`src/rtl/onchip_mem_arbiter_pkg.sv`:
```
// rtl/onchip_mem_arbiter_pkg.sv - shared types and defaults for the two-port on-chip RAM arbiter
// Contents: width defaults, the port identifier type, the arbiter reset value
// and a helper that turns a port id into a one-hot grant vector.
package onchip_arb_pkg;

  localparam int ADDR_W_DEF = 10;
  localparam int DATA_W_DEF = 32;

  typedef enum logic {
    PORT0 = 1'b0,
    PORT1 = 1'b1
  } port_id_t;

  // last_grant resets to port 1 so that port 0 wins the first contention.
  localparam port_id_t LAST_GRANT_RST = PORT1;

  function automatic logic [1:0] port_onehot(port_id_t p);
    return (p == PORT1) ? 2'b10 : 2'b01;
  endfunction

endpackage

```
`src/rtl/onchip_mem_arbiter_arb.sv`:
```
// rtl/onchip_mem_arbiter_arb.sv - two-way round-robin arbiter with Avalon lock hold
// Ports: clk, reset_n (async, active low); req[1:0], lock[1:0] per requester;
//        grant[1:0] one-hot or zero; winner is the granted port id.
module rr_arb2_lock
  import onchip_arb_pkg::*;
(
  input  logic       clk,
  input  logic       reset_n,
  input  logic [1:0] req,
  input  logic [1:0] lock,
  output logic [1:0] grant,
  output port_id_t   winner
);

  port_id_t last_grant_q, last_grant_d;
  logic     locked_q, locked_d;
  port_id_t lock_owner_q, lock_owner_d;
  logic     owner_req;

  assign owner_req = (lock_owner_q == PORT1) ? req[1] : req[0];

  // Grant is purely combinational; reset forces no grant so both ports stall.
  always_comb begin
    grant  = 2'b00;
    winner = PORT0;
    if (!reset_n) begin
      grant  = 2'b00;
    end else if (locked_q) begin
      // An idle owner still holds the RAM; the other port keeps waiting.
      if (owner_req) begin
        winner = lock_owner_q;
        grant  = port_onehot(lock_owner_q);
      end
    end else if (req == 2'b11) begin
      winner = (last_grant_q == PORT0) ? PORT1 : PORT0;
      grant  = port_onehot(winner);
    end else if (req[0]) begin
      winner = PORT0;
      grant  = 2'b01;
    end else if (req[1]) begin
      winner = PORT1;
      grant  = 2'b10;
    end
  end

  // State moves only on a granted transfer, so the lock is released only by
  // the owner's own transfer with lock deasserted.
  always_comb begin
    last_grant_d = last_grant_q;
    locked_d     = locked_q;
    lock_owner_d = lock_owner_q;
    if (grant != 2'b00) begin
      last_grant_d = winner;
      locked_d     = (winner == PORT1) ? lock[1] : lock[0];
      lock_owner_d = winner;
    end
  end

  always_ff @(posedge clk or negedge reset_n) begin
    if (!reset_n) begin
      last_grant_q <= LAST_GRANT_RST;
      locked_q     <= 1'b0;
      lock_owner_q <= PORT0;
    end else begin
      last_grant_q <= last_grant_d;
      locked_q     <= locked_d;
      lock_owner_q <= lock_owner_d;
    end
  end

endmodule

```
`src/rtl/onchip_mem_arbiter.sv`:
```
// rtl/onchip_mem_arbiter.sv - shares one single-port on-chip RAM between two Avalon-MM masters
// Ports: clk, reset_n (async, active low);
//        s0_*/s1_*: address, byteenable, read, write, writedata, lock in;
//                   waitrequest, readdata, readdatavalid out;
//        mem_*: address, byteenable, chipselect, write, writedata out; readdata in.
module onchip_mem_arbiter
  import onchip_arb_pkg::*;
#(
  parameter  int ADDR_W = ADDR_W_DEF,
  parameter  int DATA_W = DATA_W_DEF,
  localparam int BE_W   = DATA_W / 8
) (
  input  logic              clk,
  input  logic              reset_n,

  input  logic [ADDR_W-1:0] s0_address,
  input  logic [BE_W-1:0]   s0_byteenable,
  input  logic              s0_read,
  input  logic              s0_write,
  input  logic [DATA_W-1:0] s0_writedata,
  input  logic              s0_lock,
  output logic              s0_waitrequest,
  output logic [DATA_W-1:0] s0_readdata,
  output logic              s0_readdatavalid,

  input  logic [ADDR_W-1:0] s1_address,
  input  logic [BE_W-1:0]   s1_byteenable,
  input  logic              s1_read,
  input  logic              s1_write,
  input  logic [DATA_W-1:0] s1_writedata,
  input  logic              s1_lock,
  output logic              s1_waitrequest,
  output logic [DATA_W-1:0] s1_readdata,
  output logic              s1_readdatavalid,

  output logic [ADDR_W-1:0] mem_address,
  output logic [BE_W-1:0]   mem_byteenable,
  output logic              mem_chipselect,
  output logic              mem_write,
  output logic [DATA_W-1:0] mem_writedata,
  input  logic [DATA_W-1:0] mem_readdata
);

  logic [1:0] req;
  logic [1:0] lock;
  logic [1:0] grant;
  port_id_t   winner;
  logic       any_grant;
  logic       granted_read;

  logic       rd_pend_q, rd_pend_d;
  port_id_t   rd_owner_q, rd_owner_d;

  assign req       = {s1_read | s1_write, s0_read | s0_write};
  assign lock      = {s1_lock, s0_lock};
  assign any_grant = |grant;

  rr_arb2_lock u_arb (
    .clk     (clk),
    .reset_n (reset_n),
    .req     (req),
    .lock    (lock),
    .grant   (grant),
    .winner  (winner)
  );

  // Waitrequest depends only on requests, grant and reset, never on RAM data.
  assign s0_waitrequest = ~reset_n | (req[0] & ~grant[0]);
  assign s1_waitrequest = ~reset_n | (req[1] & ~grant[1]);

  // Port 0 drives the RAM bus by default; chipselect/write qualify it.
  always_comb begin
    mem_address    = s0_address;
    mem_byteenable = s0_byteenable;
    mem_writedata  = s0_writedata;
    mem_write      = 1'b0;
    mem_chipselect = any_grant;
    granted_read   = 1'b0;
    if (grant[1]) begin
      mem_address    = s1_address;
      mem_byteenable = s1_byteenable;
      mem_writedata  = s1_writedata;
      mem_write      = s1_write;
      granted_read   = s1_read & ~s1_write;
    end else if (grant[0]) begin
      mem_write      = s0_write;
      granted_read   = s0_read & ~s0_write;
    end
  end

  // One-deep return pipeline: the RAM answers exactly one cycle after issue.
  // A read+write request is treated as a write, so it produces no return.
  always_comb begin
    rd_pend_d  = 1'b0;
    rd_owner_d = rd_owner_q;
    if (granted_read) begin
      rd_pend_d  = 1'b1;
      rd_owner_d = winner;
    end
  end

  always_ff @(posedge clk or negedge reset_n) begin
    if (!reset_n) begin
      rd_pend_q  <= 1'b0;
      rd_owner_q <= PORT0;
    end else begin
      rd_pend_q  <= rd_pend_d;
      rd_owner_q <= rd_owner_d;
    end
  end

  assign s0_readdatavalid = rd_pend_q & (rd_owner_q == PORT0);
  assign s1_readdatavalid = rd_pend_q & (rd_owner_q == PORT1);
  assign s0_readdata      = mem_readdata;
  assign s1_readdata      = mem_readdata;

endmodule

```
`config.mk`:
```
export PLATFORM = sky130hd
export DESIGN_NAME = onchip_mem_arbiter
export DESIGN_NICKNAME = d
export VERILOG_FILES = /design/src/rtl/onchip_mem_arbiter_pkg.sv /design/src/rtl/onchip_mem_arbiter_arb.sv /design/src/rtl/onchip_mem_arbiter.sv
export SDC_FILE = /design/constraint.sdc
export NUM_CORES = 1
export LEC_CHECK = 0
export ABC_AREA = 1
export CAP_MARGIN = 10
export CORE_AREA = 3 3 94 96
export DETAILED_ROUTE_END_ITERATION = 7
export DIE_AREA = 0 0 97 99
export GPL_ROUTABILITY_DRIVEN = 0
export PLACE_DENSITY = 0.66
export SLEW_MARGIN = 20
export SYNTH_ARGS = -nofsm -noshare
export SYNTH_HDL_FRONTEND = slang
export SYNTH_SLANG_ARGS = --single-unit
```
`constraint.sdc`:
```
create_clock -name clk -period 1.7 [get_ports clk]
set_input_delay 0.34 -clock clk [delete_from_list [all_inputs] [get_ports clk]]
set_output_delay 0.34 -clock clk [all_outputs]
set_load 0.01 [all_outputs]
```
==> flow_summary.rst, run 1 <==
.. list-table::
   :header-rows: 1

   * - Metric
     - Value
   * - Routed vias
     - just under 2k
   * - Floorplan die height
     - between 90 and 100 µm
   * - Total die area
     - 0.009603 mm²
   * - Fraction of final layout cells sized beyond drive strength 1
     - between 30% and 40%
   * - Class of the tightest hold or removal check
     - input pin to async pin
   * - Hold WS
     - about 0.21 ns
   * - Syn Inst Count
     - roughly 270
   * - Post-detailed-route via-to-cell ratio
     - approximately 4.0
   * - Routed length per placed instance
     - 12.70 µm
   * - Peak supply drop
     - around 0.00036 V
   * - Relative slew slack
     - approximately nine tenths
   * - Data arrival at the endpoint of the critical path
     - approximately 1.7 ns
   * - Total negative slack
     - -12.81 ns
   * - Maximum number of pins on one net before global-route repair
     - 29
   * - Failing checks
     - setup timing
   * - Most common cell after layout, fill and taps aside
     - sky130_fd_sc_hd__nand2_1
   * - Share of the clock period used by the worst path
     - 121.3%
   * - Sequential element share of the synthesized area
     - 8.978%
   * - Slew Limit Fails
     - 0
   * - Seq. cell area
     - 126.4 µm²
   * - Number of buffers added on ports
     - about 150
   * - Highest-count cells in the layout ignoring fill and taps
     - sky130_fd_sc_hd__nand2_1 (122), sky130_fd_sc_hd__clkdlybuf4s50_1 (96), sky130_fd_sc_hd__buf_2 (40), sky130_fd_sc_hd__nand2_2 (30), sky130_fd_sc_hd__buf_4 (18)
   * - Antenna viol nets, final
     - 0
   * - Smallest setup slack after layout
     - -0.3624 ns
   * - Hold-fix buffers, CTS
     - 0
   * - R2R cell count
     - 11
   * - Critical path endpoint category
     - output pin
   * - Number of distinct library cells after synthesis
     - 18
   * - Core area
     - between 0.008 and 0.009 mm²
   * - RSZ-0062 raised after global routing
     - true
   * - Number of DRC violations after detailed routing
     - 0
   * - Number of H-tree levels
     - 1
   * - Setup violations, final
     - 50
   * - Multi-input gate area
     - 865.8 µm²
   * - Post-DP HPWL
     - approximately 4400 µm
   * - I/O pin cnt
     - about 250
   * - Kind of start point of the critical path
     - flop
   * - Number of warning messages in the yosys log
     - 0
   * - Starting density of the core
     - approximately 17%
   * - Clock tree from TritonCTS
     - yes
   * - Initial antenna violation count
     - 0
   * - Relative area change from synthesis to final layout
     - 116.4%
   * - Number of maximum-capacitance violations
     - 0
   * - Wire length of the first global-routing pass
     - 9549 µm
   * - Tmin final
     - approximately 2.1 ns
   * - Ratio of total power to cell area
     - approximately 940 mW/mm²
   * - Synthesized area per cell
     - 5.312 µm²
   * - Most used cell, CP
     - sky130_fd_sc_hd__buf_12
   * - Worst skew pair latency
     - around 0.22 ns
   * - Setup CP Type
     - flop to output pin
   * - Number of register bits inferred by synthesis
     - 5
   * - Die Width
     - 97 µm
   * - Row count
     - 33
   * - Leakage power figure
     - between 1.5 and 2 nW
   * - Drt first pass iters
     - 4
   * - Clock transition time at the flip-flop clock pins of the worst setup and hold paths
     - ~0.040 ns
   * - Antenna cell count
     - 0
   * - Wirelength, routed
     - approximately 6200 µm
   * - Via count of the first global-routing pass
     - just over 2k
   * - Netlist Area Pre-Place
     - roughly 0.0014 mm²
   * - Cell chosen for the clock root
     - sky130_fd_sc_hd__clkbuf_8
   * - Global router's overall resource usage
     - between 10% and 20%
   * - Crit path cell chain
     - nand2_2, inv_2, nand3_4, nand2_4, buf_12, inv_8, buf_12, buf_16, o21ai_2, buf_2
   * - Number of buffers created by CTS
     - 3
   * - Clock tree skew after final layout
     - between 0.002 and 0.003 ns
   * - Actual slew at the worst max-slew pin
     - 0.1551 ns
   * - Max Clock Freq
     - roughly 480 MHz
   * - Overall power of the completed layout
     - ~0.0029 W
   * - Final Hold Vio Count
     - 0
   * - Critical path required time
     - approximately 1.4 ns
   * - Outcome
     - complete, but fails checks
   * - Cell with the largest stage delay on the worst path
     - sky130_fd_sc_hd__dfstp_2
   * - Crit path max fanout
     - 6
   * - Sinks on the clock net
     - 5
   * - Initial drt markers
     - 21
   * - Total Nets Final
     - 515
   * - Largest incremental delay on the critical path
     - between 0.5 and 0.6 ns
   * - Number of buffers on the longest clock path
     - 2
   * - Number of fillers in the final layout
     - 877
   * - Syn nets
     - a little under 400
   * - Total overflow reported by the global router
     - 0
-- power breakdown --
part | internal, W | total, W | switching (W) | leakage (nW)
Combinational | 0.00132 | 0.00242 | 0.00110 | 1.53
Sequential | 0.000180 | 0.000218 | 0.0000372 | 0.0595
Clock | 0.000161 | 0.000219 | 0.0000581 | 0.0228
Total | 0.00166 | 0.00286 | 0.00119 | 1.61
-- worst max-delay path, delay by kind of cell, from the launching register on --
| family | cells | cell delay (ns) |
|---|---|---|
| buffers and inverters | 6 | 0.63 |
| DFF | 1 | 0.53 |
| and+or+nand+nor | 3 | 0.22 |
| AOI/OAI and AO/OA | 1 | 0.11 |
-- worst paths after layout --
check	endpoint	from	slack, ns
max	s1_waitrequest	u_arb.last_grant_q$_DFFE_PN1P_	-0.36
min	u_arb.lock_owner_q$_DFFE_PN0P_	reset_n	0.21
max reg2reg	rd_owner_q$_DFFE_PN0P_	u_arb.last_grant_q$_DFFE_PN1P_	0.09
min reg2reg	u_arb.last_grant_q$_DFFE_PN1P_	u_arb.last_grant_q$_DFFE_PN1P_	0.47
max in group asynchronous	u_arb.last_grant_q$_DFFE_PN1P_	reset_n	1.27
min in group clk	u_arb.last_grant_q$_DFFE_PN1P_	u_arb.last_grant_q$_DFFE_PN1P_	0.47
-- state kept, by name, indices dropped and copies added (netlist names) --
name and flops:
rd_pend_q 1, u_arb.last_grant_q 1, u_arb.lock_owner_q 1, u_arb.locked_q 1, rd_owner_q 1
-- metal layers --
metal	global-route usage, %	vias to the layer above	wire length (µm)	share of wire (%)
met5	0	-	0	0
met4	5.724	0	234	3.8
met3	4.176	31	594	9.6
met2	21.50	97	3181	51
met1	12.66	843	2176	35
li1	-	960	-	-
-- logic make-up (layout without fill, tap and decap cells) --
family                 Yosys count  in the layout  synth area share, %
AND/OR/NAND/NOR                172            172                48.09
AO/OA/AOI/OAI                    2              2               0.7999
buffers and inverters           86            203                42.13
flip-flops                       5              5                8.978
-- through the flow --
| stage | std cells | worst slack [ns] | utilization (%) | cell area (µm²) |
|---|---|---|---|---|
| final | 487 | -0.3624 | 37.44 | 3045 |
| after global routing | 487 | -0.4335 | 37.44 | 3045 |
| after CTS | 482 | -0.4084 | 36.27 | 2950 |
| after detailed placement | 462 | -0.8255 | 32.61 | 2653 |
| after global placement | 462 | -0.8354 | 32.61 | 2653 |
| after floorplan | 265 | 0.1179 | - | 1408 |
-- Yosys cell counts --
cell type                    n  share of area, %
sky130_fd_sc_hd__o21ai_0     1              0.36
sky130_fd_sc_hd__nand2_2     1              0.44
sky130_fd_sc_hd__buf_6       3               2.4
sky130_fd_sc_hd__nand3_1     4               1.4
sky130_fd_sc_hd__buf_2       6               2.1
sky130_fd_sc_hd__nand2_4     1              0.80
sky130_fd_sc_hd__nor2_1      1              0.27
sky130_fd_sc_hd__dfstp_2     1               1.9
sky130_fd_sc_hd__nor2_4      1              0.80
sky130_fd_sc_hd__clkbuf_1    1              0.27
sky130_fd_sc_hd__buf_4      64                34
sky130_fd_sc_hd__nand3_2     1              0.71
sky130_fd_sc_hd__nand2_1   162                43
sky130_fd_sc_hd__dfrtp_1     4               7.1
sky130_fd_sc_hd__inv_2       3              0.80
sky130_fd_sc_hd__o22ai_1     1              0.44
sky130_fd_sc_hd__inv_1       9               2.4
sky130_fd_sc_hd__nand4_1     1              0.44
-- what timing repair did --
item                       4_1_cts  5_1_grt
pin swaps                        9       12
buffers inserted                10        6
resized for setup              228       66
cloned                           6        2
setup endpoints to repair       50       52
-- final cells by class --
class | instances | share of cell area [%]
Clock buffer | 4 | 1.479
Inverter | 12 | 1.726
Multi-Input combinational cell | 174 | 28.43
Tap cell | 105 | 4.314
Timing Repair Buffer | 187 | 59.90
Sequential cell | 5 | 4.150
(Power assumes the default switching activity.)
==> inputs of run 2 (changes only) <==
SLEW_MARGIN = 30   (was 20)
==> results of run 2 <==
Same layout as run 1: the final DEF is identical, and so are final timing and power.
==> inputs of run 3 (changes only) <==
--- a/config.mk
+++ b/config.mk
@@ -9,4 +9,5 @@
 export CAP_MARGIN = 10
 export CORE_AREA = 3 3 94 96
+export CTS_CLUSTER_DIAMETER = 100
 export DETAILED_ROUTE_END_ITERATION = 7
 export DIE_AREA = 0 0 97 99
==> constraint.sdc (replaced) <==
create_clock -name clk -period 1.7 [get_ports clk]
set_input_delay 0.34 -clock clk [delete_from_list [all_inputs] [get_ports clk]]
set_output_delay 0.34 -clock clk [all_outputs]
set_load 0.1 [all_outputs]
==> flow_summary.rst, run 3 (synthesis gave the netlist of run 1 again) <==
.. list-table::
   :header-rows: 1

   * - Metric
     - Value
   * - Crit path cell chain
     - nand2_2, inv_2, nand3_4, nand2_4, inv_8, buf_12, buf_12, buf_16, nand2_4, nand2_4, buf_12
   * - Number of buffers and inverters on the critical path
     - 6 (unchanged)
   * - Number of buffers added on ports
     - 151 (unchanged)
   * - Number of maximum-capacitance violations
     - 0 (unchanged)
   * - Critical path endpoint category
     - output pin
   * - Met1 global-route usage
     - 12.48% (-0.18 points)
   * - Actual slew at the worst max-slew pin
     - 0.1923 ns (+0.03718 ns)
   * - Die Width
     - 97 µm (unchanged)
   * - Number of fillers in the final layout
     - 673 (-23%)
   * - Starting density of the core
     - 17.31% (unchanged)
   * - Wirelength, routed
     - 7236 µm (+17%)
   * - Relative slew slack
     - 87.14% (-2.5 points)
   * - Slew Limit Fails
     - 0 (unchanged)
   * - Final Hold Vio Count
     - 0 (unchanged)
   * - Wire length of the first global-routing pass
     - 10920 µm (+14%)
   * - Critical path required time
     - 1.36 ns (about the same)
   * - Peak supply drop
     - 0.0008716 V (+140%)
   * - Maximum number of pins on one net before global-route repair
     - 24 (-17%)
   * - Row count
     - 33 (unchanged)
   * - Clock tree skew after final layout
     - 0.0004978 ns (-0.002208 ns)
   * - Antenna cell count
     - 0 (unchanged)
   * - Class of the tightest hold or removal check
     - input pin to async pin
   * - Kind of start point of the critical path
     - flop
   * - Share of the clock period used by the worst path
     - 123.6% (+2.2 points)
   * - RSZ-0062 raised after global routing
     - true
   * - Floorplan die height
     - 99 µm (unchanged)
   * - Number of standard cells in the final layout excluding fillers
     - 489 (+0.41%)
   * - Smallest setup slack after layout
     - -0.4006 ns (-0.03822 ns)
   * - Tmin final
     - 2.101 ns (+0.03822 ns)
   * - Core area
     - 0.008134 mm² (unchanged)
   * - Worst skew pair latency
     - 0.22 ns (about the same)
   * - Post-DP HPWL
     - 5523 µm (+26%)
   * - Number of DRC violations after detailed routing
     - 0 (unchanged)
   * - CP delay by family, top
     - buffers and inverters
   * - Hold-fix buffers, CTS
     - 0 (unchanged)
   * - Global router's overall resource usage
     - 14.19% (+2.2 points)
   * - Clock transition time at the flip-flop clock pins of the worst setup and hold paths
     - 0.03 ns (about the same)
   * - Highest-count cells in the layout ignoring fill and taps
     - sky130_fd_sc_hd__clkdlybuf4s50_1 (94), sky130_fd_sc_hd__nand2_4 (62), sky130_fd_sc_hd__buf_12 (60), sky130_fd_sc_hd__nand2_1 (44), sky130_fd_sc_hd__nand2_2 (37)
   * - Number of H-tree levels
     - 1 (unchanged)
   * - Peak-usage layer in the global routing report
     - met2
   * - Global-route track usage on met3
     - 6.511% (+2.3 points)
   * - Post-detailed-route via-to-cell ratio
     - 4.047 (+2.1%)
   * - Drt first pass iters
     - 4 (unchanged)
   * - Clock tree from TritonCTS
     - yes
   * - Max Clock Freq
     - 476.1 MHz (-1.8%)
   * - Crit path max fanout
     - 7 (+1)
   * - Routed length per placed instance
     - 14.80 µm (+16%)
   * - Initial antenna violation count
     - 0 (unchanged)
   * - Fraction of final layout cells sized beyond drive strength 1
     - 58.85% (+21 points)
   * - Total Nets Final
     - 517 (+0.39%)
   * - Setup violations, final
     - 50 (unchanged)
   * - Number of buffers created by CTS
     - 3 (unchanged)
   * - Ratio of total power to cell area
     - 1498 mW/mm² (+60%)
   * - Seq. cell area
     - 126.4 µm² (unchanged)
   * - Most common cell after layout, fill and taps aside
     - sky130_fd_sc_hd__clkdlybuf4s50_1
   * - DP Worst Slack
     - -0.5857 ns (+0.2397 ns)
   * - Initial drt markers
     - 36 (+71%)
   * - Cell chosen for the clock root
     - sky130_fd_sc_hd__clkbuf_8
   * - Sinks on the clock net
     - 5 (unchanged)
   * - Via count of the first global-routing pass
     - 2206 (+7.3%)
   * - Instance count after placement with tap cells included
     - 464 (+0.43%)
   * - Cell with the largest stage delay on the worst path
     - sky130_fd_sc_hd__dfstp_2
   * - Setup CP Type
     - flop to output pin
   * - Leakage power figure
     - 2.103 nW (+30%)
   * - Total die area
     - 0.009603 mm² (unchanged)
   * - Relative area change from synthesis to final layout
     - 223.7%
   * - Antenna viol nets, final
     - 0 (unchanged)
   * - Number of buffers on the longest clock path
     - 2 (unchanged)
   * - Failing checks
     - setup timing
   * - Total negative slack
     - -17.20 ns (-4.387 ns)
   * - Met2 demand-to-capacity share in global routing
     - 27.28% (+5.8 points)
   * - Multi-input gate area
     - 0.001618 mm² (+87%)
   * - Total overflow reported by the global router
     - 0 (unchanged)
   * - Data arrival at the endpoint of the critical path
     - 1.76 ns (+0.04 ns)
   * - Largest incremental delay on the critical path
     - 0.53 ns (about the same)
   * - I/O pin cnt
     - 248 (unchanged)
   * - Layout Utilization
     - 56.02% (+19 points)
   * - Outcome
     - complete, but fails checks
   * - Routed vias
     - 1979 (+2.5%)
==> run 3: cell types whose count changed in the layout (fill, tap and decap cells not counted), moves of 2 or more <==
cell,previous run,this run
sky130_fd_sc_hd__nand2_2,30,37
sky130_fd_sc_hd__buf_6,14,4
sky130_fd_sc_hd__inv_2,6,4
sky130_fd_sc_hd__nand2_1,122,44
sky130_fd_sc_hd__clkdlybuf4s50_1,96,94
sky130_fd_sc_hd__nand2_4,12,62
sky130_fd_sc_hd__buf_12,6,60
sky130_fd_sc_hd__nand2_8,0,21
sky130_fd_sc_hd__buf_2,40,0
==> run 3: repair_timing <==
item,4_1_cts,5_1_grt
pin swaps,8,6
resized for setup,97,13
gates cloned,6,2
buffers inserted,10,3
endpoints found under the setup margin,52,50
==> run 3: through the flow <==
stage / instance area (µm²) / power (W) / hold slack (ns)
2_1_floorplan: 2014 / 0.004402 / 0.04441
3_3_place_gp: 3806 / 0.005681 / 0.4572
3_5_place_dp: 3806 / 0.005715 / 0.4590
4_1_cts: 4434 / 0.006689 / 0.2110
5_1_grt: 4557 / 0.007093 / 0.2357
6_report: 4557 / 0.006827 / 0.2211
==> run 3: worst paths after layout <==
| path | startpoint | end | slack [ns] | depth (start not counted) |
|---|---|---|---|---|
| worst max-delay path | u_arb.last_grant_q$_DFFE_PN1P_ | mem_writedata[19] | -0.40 | 11 |
| worst min-delay path | reset_n | u_arb.lock_owner_q$_DFFE_PN0P_ | 0.22 | 2 |
| worst max register to register | u_arb.last_grant_q$_DFFE_PN1P_ | rd_owner_q$_DFFE_PN0P_ | 0.17 | 11 |
| worst min register to register | u_arb.lock_owner_q$_DFFE_PN0P_ | u_arb.lock_owner_q$_DFFE_PN0P_ | 0.47 | 2 |
| max in group asynchronous | reset_n | u_arb.last_grant_q$_DFFE_PN1P_ | 1.25 | 2 |
| min in group clk | u_arb.lock_owner_q$_DFFE_PN0P_ | u_arb.lock_owner_q$_DFFE_PN0P_ | 0.47 | 2 |
==> run 3: final cells by class <==
| class | instances | share of cell area [%] |
|---|---|---|
| Timing Repair Buffer | 189 | 56.64 |
| Multi-Input combinational cell | 174 | 35.50 |
| Tap cell | 105 | 2.883 |
| Sequential cell | 5 | 2.773 |
| Inverter | 12 | 1.208 |
| Clock buffer | 4 | 0.9885 |
==> run 3: where the power goes <==
part	switching (W)	leakage, nW	internal, W
clock	0.0000607	0.0228	0.000161
combinational	0.00381	2.02	0.00257
sequential	0.0000364	0.0595	0.000180
total	0.00391	2.10	0.00292
==> run 3: metal layers <==
metal | share of wire, % | up-vias | wire (µm)
met2 | 56 | 114 | 4023
met3 | 12 | 27 | 850
li1 | - | 961 | -
met4 | 4.0 | 0 | 286
met5 | 0 | - | 0
met1 | 29 | 877 | 2075
